--- src/rtl/probe_pkg.sv ---
// Shared definitions for the target-probe link: probe_tx FSM states, the
// serial idle level and the default timing used by both link ends.
// PROBE_TX_PARITY_EN adds the PARITY state to the enum.
package probe_pkg;

   `ifdef PROBE_TX_PARITY_EN
   typedef enum logic [2:0] {
      ST_IDLE   = 3'd0,
      ST_START  = 3'd1,
      ST_DATA   = 3'd2,
      ST_PARITY = 3'd3,
      ST_STOP   = 3'd4,
      ST_WINDOW = 3'd5
   } probe_state_t;
   `else
   typedef enum logic [2:0] {
      ST_IDLE   = 3'd0,
      ST_START  = 3'd1,
      ST_DATA   = 3'd2,
      ST_STOP   = 3'd4,
      ST_WINDOW = 3'd5
   } probe_state_t;
   `endif

   // Serial line level between frames (UART mark)
   localparam logic LINE_IDLE = 1'b1;

   // Default link timing, shared with the trigger-side bench
   localparam int DEF_CLKS_PER_BIT  = 16;
   localparam int DEF_WINDOW_CYCLES = 1024;

endpackage

--- src/rtl/bit_timer.sv ---
// Bit-period timer for probe_tx: counts 0..CLKS_PER_BIT-1 while run is high
// and flags the last cycle of each bit period on tick.
module bit_timer
   import probe_pkg::*;
#(
   parameter int CLKS_PER_BIT = DEF_CLKS_PER_BIT
) (
   input  logic clk,
   input  logic rst_n,
   input  logic clear,
   input  logic run,
   output logic tick
);

   localparam int CNT_W = (CLKS_PER_BIT > 1) ? $clog2(CLKS_PER_BIT) : 1;
   localparam logic [CNT_W-1:0] CNT_LAST = CNT_W'(CLKS_PER_BIT - 1);

   logic [CNT_W-1:0] cnt_q, cnt_d;

   assign tick = run && (cnt_q == CNT_LAST);

   // Next count: clear wins, otherwise advance and wrap on the last cycle
   always_comb begin
      cnt_d = cnt_q;
      if (clear) begin
         cnt_d = '0;
      end else if (run) begin
         cnt_d = tick ? '0 : cnt_q + 1'b1;
      end
   end

   // Counter register
   always_ff @(posedge clk or negedge rst_n) begin
      if (!rst_n) begin
         cnt_q <= '0;
      end else begin
         cnt_q <= cnt_d;
      end
   end

endmodule

--- src/rtl/probe_tx.sv ---
// probe_tx: accepts a candidate word over valid/ready, sends it as a
// UART-style frame (start, DATA_W bits LSB first, stop) and then holds
// win_en high for WINDOW_CYCLES so the response trigger can listen.
// Optional feature macro: PROBE_TX_PARITY_EN (even parity slot before stop).
// Outputs are registered; their next values are derived from the next state
// so every output changes on the same edge as the state it belongs to.
module probe_tx
   import probe_pkg::*;
#(
   parameter int DATA_W        = 8,
   parameter int CLKS_PER_BIT  = DEF_CLKS_PER_BIT,
   parameter int WINDOW_CYCLES = DEF_WINDOW_CYCLES
) (
   input  logic              clk,
   input  logic              rst_n,
   input  logic [DATA_W-1:0] data_in,
   input  logic              data_valid,
   output logic              data_ready,
   input  logic              abort,
   output logic              tx,
   output logic              win_en,
   output logic              busy,
   output logic              done
);

   localparam int BIT_CNT_W = $clog2(DATA_W + 1);
   localparam int WIN_CNT_W = $clog2(WINDOW_CYCLES + 1);
   localparam logic [BIT_CNT_W-1:0] BIT_LAST = BIT_CNT_W'(DATA_W - 1);
   localparam logic [WIN_CNT_W-1:0] WIN_LAST = WIN_CNT_W'(WINDOW_CYCLES - 1);

   probe_state_t state_q, state_d;

   logic [DATA_W-1:0]    shift_q, shift_d;
   logic [BIT_CNT_W-1:0] bit_cnt_q, bit_cnt_d;
   logic [WIN_CNT_W-1:0] win_cnt_q, win_cnt_d;
   `ifdef PROBE_TX_PARITY_EN
   logic                 parity_q, parity_d;
   `endif

   logic tx_q, tx_d;
   logic win_en_q, win_en_d;
   logic ready_q, ready_d;
   logic busy_q, busy_d;
   logic done_q, done_d;

   logic accept;
   logic tick;
   logic timer_run;

   // abort in IDLE blocks the handshake for that cycle
   assign accept = (state_q == ST_IDLE) && data_valid && !abort;

   // The timer only runs while a bit of the frame is on the line
   assign timer_run = (state_q != ST_IDLE) && (state_q != ST_WINDOW);

   bit_timer #(
      .CLKS_PER_BIT (CLKS_PER_BIT)
   ) u_bit_timer (
      .clk   (clk),
      .rst_n (rst_n),
      .clear (accept || abort),
      .run   (timer_run),
      .tick  (tick)
   );

   // State, shift register and counter registers
   always_ff @(posedge clk or negedge rst_n) begin
      if (!rst_n) begin
         state_q   <= ST_IDLE;
         shift_q   <= '0;
         bit_cnt_q <= '0;
         win_cnt_q <= '0;
         `ifdef PROBE_TX_PARITY_EN
         parity_q  <= 1'b0;
         `endif
      end else begin
         state_q   <= state_d;
         shift_q   <= shift_d;
         bit_cnt_q <= bit_cnt_d;
         win_cnt_q <= win_cnt_d;
         `ifdef PROBE_TX_PARITY_EN
         parity_q  <= parity_d;
         `endif
      end
   end

   // Next state: walk the frame on bit-timer ticks, abort returns to IDLE
   always_comb begin
      state_d   = state_q;
      shift_d   = shift_q;
      bit_cnt_d = bit_cnt_q;
      win_cnt_d = win_cnt_q;
      `ifdef PROBE_TX_PARITY_EN
      parity_d  = parity_q;
      `endif
      if (abort && (state_q != ST_IDLE)) begin
         state_d = ST_IDLE;
      end else begin
         case (state_q)
            ST_IDLE: begin
               if (accept) begin
                  state_d   = ST_START;
                  shift_d   = data_in;
                  bit_cnt_d = '0;
                  `ifdef PROBE_TX_PARITY_EN
                  parity_d  = ^data_in;
                  `endif
               end
            end
            ST_START: begin
               if (tick) begin
                  state_d = ST_DATA;
               end
            end
            ST_DATA: begin
               if (tick) begin
                  if (bit_cnt_q == BIT_LAST) begin
                     `ifdef PROBE_TX_PARITY_EN
                     state_d = ST_PARITY;
                     `else
                     state_d = ST_STOP;
                     `endif
                  end else begin
                     bit_cnt_d = bit_cnt_q + 1'b1;
                     shift_d   = shift_q >> 1;
                  end
               end
            end
            `ifdef PROBE_TX_PARITY_EN
            ST_PARITY: begin
               if (tick) begin
                  state_d = ST_STOP;
               end
            end
            `endif
            ST_STOP: begin
               if (tick) begin
                  state_d   = ST_WINDOW;
                  win_cnt_d = '0;
               end
            end
            ST_WINDOW: begin
               if (win_cnt_q == WIN_LAST) begin
                  state_d = ST_IDLE;
               end else begin
                  win_cnt_d = win_cnt_q + 1'b1;
               end
            end
            default: begin
               state_d = ST_IDLE;
            end
         endcase
      end
   end

   // Output values for the state being entered on this edge
   always_comb begin
      tx_d     = LINE_IDLE;
      win_en_d = 1'b0;
      ready_d  = (state_d == ST_IDLE);
      busy_d   = (state_d != ST_IDLE);
      // Completion only on the natural end of the window, never on abort
      done_d   = (state_q == ST_WINDOW) && (state_d == ST_IDLE) && !abort;
      case (state_d)
         ST_START:  tx_d = ~LINE_IDLE;
         ST_DATA:   tx_d = shift_d[0];
         `ifdef PROBE_TX_PARITY_EN
         ST_PARITY: tx_d = parity_d;
         `endif
         ST_WINDOW: win_en_d = 1'b1;
         default:   tx_d = LINE_IDLE;
      endcase
   end

   // Output registers
   always_ff @(posedge clk or negedge rst_n) begin
      if (!rst_n) begin
         tx_q     <= LINE_IDLE;
         win_en_q <= 1'b0;
         ready_q  <= 1'b1;
         busy_q   <= 1'b0;
         done_q   <= 1'b0;
      end else begin
         tx_q     <= tx_d;
         win_en_q <= win_en_d;
         ready_q  <= ready_d;
         busy_q   <= busy_d;
         done_q   <= done_d;
      end
   end

   assign tx         = tx_q;
   assign win_en     = win_en_q;
   assign data_ready = ready_q;
   assign busy       = busy_q;
   assign done       = done_q;

endmodule

--- config.mk ---
export PLATFORM = sky130hd
export DESIGN_NAME = probe_tx
export DESIGN_NICKNAME = d
export VERILOG_FILES = /design/src/rtl/probe_pkg.sv /design/src/rtl/bit_timer.sv /design/src/rtl/probe_tx.sv
export SDC_FILE = /design/constraint.sdc
export NUM_CORES = 1
export LEC_CHECK = 0
export CAP_MARGIN = 0
export CELL_PAD_IN_SITES_DETAIL_PLACEMENT = 0
export CELL_PAD_IN_SITES_GLOBAL_PLACEMENT = 1
export CORE_AREA = 2 2 81 83
export DETAILED_ROUTE_END_ITERATION = 12
export DIE_AREA = 0 0 83 85
export HOLD_SLACK_MARGIN = 0.02
export MAX_ROUTING_LAYER = met4
export PLACE_DENSITY_LB_ADDON = 0.1
export SLEW_MARGIN = 10
export SYNTH_ARGS = -nofsm -noshare
export SYNTH_HDL_FRONTEND = slang
export SYNTH_SLANG_ARGS = --single-unit
--- constraint.sdc ---
create_clock -name clk -period 2.1 [get_ports clk]
set_input_delay 0.42 -clock clk [delete_from_list [all_inputs] [get_ports clk]]
set_output_delay 0.42 -clock clk [all_outputs]
set_load 0.005 [all_outputs]
**Word level (Yosys, flattened, before mapping)**

Cells that the tools add are included.

- Register bits: 35
- Latch bits: 0
- RAM bits: 0
- Bits in read-only memories: 0
- Input port bits: 12
- Output and inout port bits: 5
- Logic and storage cells: 74
- Memories kept: 0

- Add/sub/neg operators: 3
- Multiply operators: 0
- Divide/modulo/power cells: 0
- Order comparisons: 0
- Eq/ne operators: 16
- Shift-type cells: 0
- Muxes and demuxes: 25
- Bitwise gates (word level): 1
- Reduce and logical (&&, ||, !) cells: 18

Operators by type and width:

| operator | count |
|---|---|
| $mux W4 | 6 |
| $mux W8 | 3 |
| $mux W11 | 2 |
| $pmux W11 S2 | 1 |
| $mux W3 | 7 |
| $pmux W8 S2 | 1 |
| $pmux W3 S5 | 1 |
| $add A11 B1 Y11 const B | 1 |
| $eq A11 B10 Y1 const B | 1 |
| $eq A3 B3 Y1 const B | 3 |
| $add A4 B1 Y4 const B | 2 |
| $pmux W4 S2 | 1 |
| $logic_and A1 B1 Y1 | 7 |
| $eq A3 B1 Y1 const B | 2 |
| $eq A3 B2 Y1 const B | 2 |
| $logic_not A3 Y1 | 2 |
| $ne A2 B2 Y1 const B | 3 |
| $reduce_bool A2 Y1 | 3 |
| $reduce_bool A3 Y1 | 2 |
| $reduce_and A5 Y1 | 1 |
| $eq A4 B3 Y1 const B | 1 |
| $eq A4 B4 Y1 const B | 1 |
| $ne A2 B1 Y1 const B | 2 |
| $reduce_and A4 Y1 | 1 |
| other kinds (6) | 7 |

**Longest topological paths before layout**

Gate-level depths: netlist of run 1.

- Word-level depth: 9
- Gate-level depth with buffers: 9
- Mapped depth without buffers: 8

**Hierarchy**

Synthesis of run 1 repeated with hierarchy kept, for this count alone.

- Cells, all modules: 199
- Area total of the unflattened synthesis: 1870.5 um2

Modules (own cells, without submodules):

| module | times used | cells an instance | area an instance (um2) | sequential area each (um2) |
|---|---|---|---|---|
| probe_tx | 1 | 177 | 1665.3 | 778.2 |
| bit_timer | 1 | 22 | 205.2 | 100.1 |

**Least setup slack after synthesis of run 1**

Ideal clock, no wire load.

- Path kind: register -> register
- Start point: register u_bit_timer.cnt_q[0]
- End point: register win_cnt_q[8]
- Library setup time: 66 ps
- Data arrival time: 1830 ps
- Required time: 2034 ps
- Path slack: 204 ps
- Cell stages (with the launch flop): 9
- Buffers on the path: 2
- Period minus slack after synthesis: 1896 ps
- Path through: dfrtp_1 > ha_1 > and3_1 > buf_6 > o211ai_4 > or2_0 > buf_2 > or4_1 > nand2_1

- Longest elaborated chain between the ends: 4

Ends and longest elaborated chain:

| element | line | RTL |
|---|---|---|
| start: declaration | bit_timer.sv:18 | `logic [CNT_W-1:0] cnt_q, cnt_d;` |
| start signal: assignment | bit_timer.sv:37 | `cnt_q <= cnt_d;` |
| $eq A4 B4 Y1 | bit_timer.sv:20 | `assign tick = run && (cnt_q == CNT_LAST);` |
| $logic_and A1 B1 Y1 | bit_timer.sv:20 |  |
| $ne A2 B1 Y1 (no source line) | -- |  |
| $reduce_and A4 Y1 (no source line) | -- |  |
| end signal: assignment | probe_tx.sv:80 | `win_cnt_q <= win_cnt_d;` |
| end: declaration | probe_tx.sv:35 | `logic [WIN_CNT_W-1:0] win_cnt_q, win_cnt_d;` |

No other way between the ends.
A chain may end at the register's enable or synchronous reset.

**Final worst setup path of run 1**

Same ends and word-level chain as after synthesis.

==> results of run 1 <==
## synth_stat cells (all sizes together) (2+ instances only)
cell,count,area share (%)
nor2b,3,1.0
or3,2,0.69
dfstp,2,2.9
a21oi,4,1.1
nand2,22,4.5
nor3,8,2.2
a22oi,6,2.5
or2,2,0.69
nor4,5,2.9
clkbuf,2,0.41
nor2,18,3.7
o22ai,2,0.69
or2b,2,0.83
nand3b,3,1.2
nand3,10,2.8
buf,4,1.4
nand4,3,1.0
o21ai,14,3.9
ha,3,2.1
nor4b,3,1.4
and3,3,1.0
inv,5,1.0
dfrtp,33,45
o211ai,2,1.6
xnor2,7,3.4
xor2,3,1.4
nand2b,3,1.0
## path summary, 6_finish.rpt
path,endpoint,slack (ns),cells past startpoint
setup / recovery,win_cnt_q[8],0.16,6
hold / removal,shift_q[2],0.50,2
setup reg to reg,win_cnt_q[8],0.16,6
hold reg to reg,shift_q[2],0.50,2
max in group asynchronous,data_ready,1.21,2
min in group asynchronous,shift_q[0],0.55,2
## final cells by class
type                    instances  area, um^2
multi-input cells             143         896
fillers                       630        3960
clock buffers                   5        68.8
clock inverters                 3        47.5
flip-flops and latches         35         878
repair buffers                 26         235
inverters                       5        18.8
well taps                      77        96.3
## timing repair
action,in CTS,in global routing
resized for setup,0,2
setup buffers,0,0
endpoints found under the setup margin,0,10
## where the power goes
| group | total, mW | internal (mW) | switching, mW | leakage [nW] |
|---|---|---|---|---|
| combinational | 0.359 | 0.182 | 0.176 | 0.433 |
| sequential | 0.859 | 0.772 | 0.0871 | 0.472 |
| clock | 0.628 | 0.360 | 0.268 | 0.0587 |
## metal layers
| metal | wire length [um] | part of all wire, % | vias up |
|---|---|---|---|
| met2 | 1770 | 45 | 33 |
| met3 | 147 | 3.7 | 9 |
| met1 | 1930 | 49 | 683 |
| met5 | 0 | 0 | - |
| met4 | 84 | 2.1 | 0 |
| li1 | - | - | 731 |
## placed cells by master (no fill, tap or decap), types with 4 or more instances in the layout
cell                               n
sky130_fd_sc_hd__a21oi_1           4
sky130_fd_sc_hd__nand2_1          22
sky130_fd_sc_hd__dfrtp_1          33
sky130_fd_sc_hd__xnor2_1           7
sky130_fd_sc_hd__nand3_1          10
sky130_fd_sc_hd__clkbuf_8          5
sky130_fd_sc_hd__clkdlybuf4s50_1  16
sky130_fd_sc_hd__buf_4            10
sky130_fd_sc_hd__a22oi_1           6
sky130_fd_sc_hd__inv_1             5
sky130_fd_sc_hd__o21ai_0          14
sky130_fd_sc_hd__nor2_1           18
sky130_fd_sc_hd__nor3_1            8
## critical path, cell delays in order, from the launching register on
cell                       delay, ns
sky130_fd_sc_hd__dfrtp_1        0.42
sky130_fd_sc_hd__ha_1           0.24
sky130_fd_sc_hd__and3_2         0.29
sky130_fd_sc_hd__o211ai_4       0.13
sky130_fd_sc_hd__or2_0          0.24
sky130_fd_sc_hd__or4_1          0.48
sky130_fd_sc_hd__nand2_1        0.09
## state kept, by name, indices dropped and copies added, names as in the netlist, 3 cells and up
register and flops:
state_q 3, bit_cnt_q 4, win_cnt_q 11, shift_q 8
u_bit_timer.cnt_q 4
## through the flow
stage | instances | setup slack, ns | util [%] | area (um^2)
floorplan | 189 | 0.204 | - | 1820
global placement | 286 | 0.0690 | 34.1 | 2120
detailed placement | 286 | 0.0361 | 34.1 | 2120
CTS | 294 | 0.0558 | 36.0 | 2230
global route | 294 | 0.0109 | 36.1 | 2240
finish | 294 | 0.158 | 36.1 | 2240
## kinds of logic after synthesis
| kind of cell | count (synthesis) |
|---|---|
| AND/OR/NAND/NOR | 92 |
| multiplexers | 1 |
| adder cells (fa/ha/maj) | 4 |
| buffers and inverters | 11 |
| flip-flops | 35 |
| XOR/XNOR | 10 |
| AO/OA/AOI/OAI | 36 |
==> run_summary.xml, run 1 <==
<?xml version="1.0" encoding="UTF-8"?>
<metrics>
  <group name="setup_path">
    <metric name="path_max_fanout" unit="">8</metric>
    <metric name="critical_path_class" unit="">reg2reg</metric>
    <metric name="worst_ep_required_time" unit="ns">2.32</metric>
    <metric name="worst_r2r_startpoint" unit="">u_bit_timer.cnt_q[0]</metric>
    <metric name="arrival" unit="ns">2.17</metric>
    <metric name="setup.worst_path.start" unit="">u_bit_timer.cnt_q[0]</metric>
    <metric name="endpoint_kind" unit="">flop</metric>
    <metric name="timing.critical_path.from_type" unit="">flop</metric>
  </group>
  <group name="synth">
    <metric name="synth_seq_cells" unit="">35</metric>
    <metric name="synth.net_count" unit="">204</metric>
    <metric name="yosysWarningCount" unit="">0</metric>
    <metric name="synth_top_family_by_area" unit="">simple AND/OR/NAND/NOR gates</metric>
    <metric name="multiplexer_fraction_of_the_synthesized_cell_area" unit="%">0.550</metric>
    <metric name="synthesis.area_per_instance" unit="um^2">9.63</metric>
    <metric name="synth_enable_flop_cells" unit="">0</metric>
    <metric name="post_synth_xor_area_fraction" unit="%">4.81</metric>
    <metric name="synth_flop_cell" unit="">sky130_fd_sc_hd__dfrtp_1</metric>
    <metric name="synth.yosys.seq_area_share" unit="%">48.3</metric>
    <metric name="syn_area" unit="um^2">1820</metric>
    <metric name="synth-simple-area-share" unit="%">27.5</metric>
    <metric name="share_of_flip_flops_with_an_asynchronous_set_or_reset_after_synthesis" unit="%">100</metric>
    <metric name="synthCells" unit="">189</metric>
    <metric name="ys_types" unit="">47</metric>
    <metric name="adder_cell_share_of_the_synthesized_area" unit="%">2.61</metric>
    <metric name="synth_compound_gate_area_share" unit="%">13.3</metric>
  </group>
  <group name="grt">
    <metric name="antenna_found_initial" unit="">0</metric>
    <metric name="met1_usage" unit="%">16.3</metric>
    <metric name="grt_max_degree" unit="">36</metric>
    <metric name="grt_busiest_layer" unit="">met2</metric>
    <metric name="global_route_wire_length_before_repair" unit="um">7190</metric>
    <metric name="grt.met3_usage" unit="%">3.02</metric>
    <metric name="globalRouteTotalUtil" unit="%">12.9</metric>
    <metric name="globalRouteOverflowTotal" unit="">0</metric>
    <metric name="grt_util_met2" unit="%">19.9</metric>
    <metric name="grt_pass1_vias" unit="">1533</metric>
  </group>
  <group name="sta">
    <metric name="finalCriticalPeriod" unit="ns">1.94</metric>
    <metric name="report.final.hold_viol_count" unit="">0</metric>
    <metric name="worst_slew_pin_slew" unit="ns">0.536</metric>
    <metric name="final_setup_violation_count" unit="">0</metric>
    <metric name="hold_ws" unit="ns">0.498</metric>
    <metric name="max_clock_freq" unit="MHz">515</metric>
    <metric name="timing.final.crit_share" unit="%">92.5</metric>
    <metric name="worst_slew_margin_rel" unit="%">64.3</metric>
    <metric name="final_max_slew_viol_count" unit="">0</metric>
    <metric name="timing.setup.tns" unit="ns">0</metric>
    <metric name="clock-skew-final" unit="ns">0.00881</metric>
    <metric name="rsz0062_at_grt" unit="">false</metric>
  </group>
  <group name="drt">
    <metric name="viasPerCell" unit="">4.95</metric>
    <metric name="route.vias.total" unit="">1456</metric>
    <metric name="drc_errors" unit="">0</metric>
    <metric name="first_pass_iters" unit="">4</metric>
    <metric name="dr_wl_cell" unit="um">13.4</metric>
    <metric name="drt_iter0_markers" unit="">82</metric>
    <metric name="routed_wl" unit="um">3930</metric>
    <metric name="drtAntennaViolNets" unit="">0</metric>
  </group>
  <group name="cells_and_area">
    <metric name="finalNetCount" unit="">231</metric>
    <metric name="num_antenna_cells" unit="">0</metric>
    <metric name="drive_above_1_share" unit="%">12.9</metric>
    <metric name="area.growth.synth_to_final" unit="%">23.2</metric>
  </group>
  <group name="clocking">
    <metric name="cts_tree" unit="">done</metric>
    <metric name="clock_path_buffers" unit="">2</metric>
    <metric name="clkSinkCount" unit="">35</metric>
    <metric name="clock-root-buffer" unit="">sky130_fd_sc_hd__clkbuf_8</metric>
    <metric name="clkSlewWorstSetupHoldPaths" unit="ns">0.08</metric>
    <metric name="hold_buffers" unit="">0</metric>
    <metric name="htreeDepth" unit="">2</metric>
    <metric name="worstSkewPairLatency" unit="ns">0.29</metric>
    <metric name="cts-buffers-inserted" unit="">5</metric>
  </group>
  <group name="die">
    <metric name="fp.dieH" unit="um">85</metric>
    <metric name="count_of_standard_cell_rows" unit="">29</metric>
    <metric name="initial_utilization" unit="%">29.3</metric>
    <metric name="ports" unit="">17</metric>
    <metric name="floorplan.die_area" unit="um^2">7060</metric>
    <metric name="coreArea" unit="um^2">6200</metric>
    <metric name="chip_width" unit="um">83</metric>
  </group>
  <group name="power">
    <metric name="pwr_dens" unit="nW/um^2">824</metric>
    <metric name="cellLeakagePower" unit="nW">0.963</metric>
    <metric name="finalPower" unit="mW">1.85</metric>
    <metric name="worst_ir_drop_vdd" unit="V">0.000333</metric>
  </group>
  <group name="min_path">
    <metric name="timing.hold.worst.class" unit="">reg2reg</metric>
    <metric name="hold_path_startpoint" unit="">shift_q[2]</metric>
  </group>
  <group name="place">
    <metric name="portBuffers" unit="">16</metric>
    <metric name="hpwl" unit="um">2920</metric>
    <metric name="gpl.final_weighted_congestion" unit="">0.805</metric>
  </group>
  <group name="status">
    <metric name="status" unit="">complete, no violations</metric>
  </group>
  <group name="job">
    <metric name="maxCapViolCount" unit="">0</metric>
  </group>
</metrics>
Power figures use the tool's default switching activity.
==> inputs of run 2 (changes only) <==
--- a/config.mk
+++ b/config.mk
@@ -5,7 +5,6 @@
 export SDC_FILE = /design/constraint.sdc
 export NUM_CORES = 1
 export LEC_CHECK = 0
-export CAP_MARGIN = 0
 export CELL_PAD_IN_SITES_DETAIL_PLACEMENT = 0
 export CELL_PAD_IN_SITES_GLOBAL_PLACEMENT = 1
 export CORE_AREA = 2 2 81 83
==> results of run 2 <==
No change in the layout: final DEF, timing and power equal those of run 1.
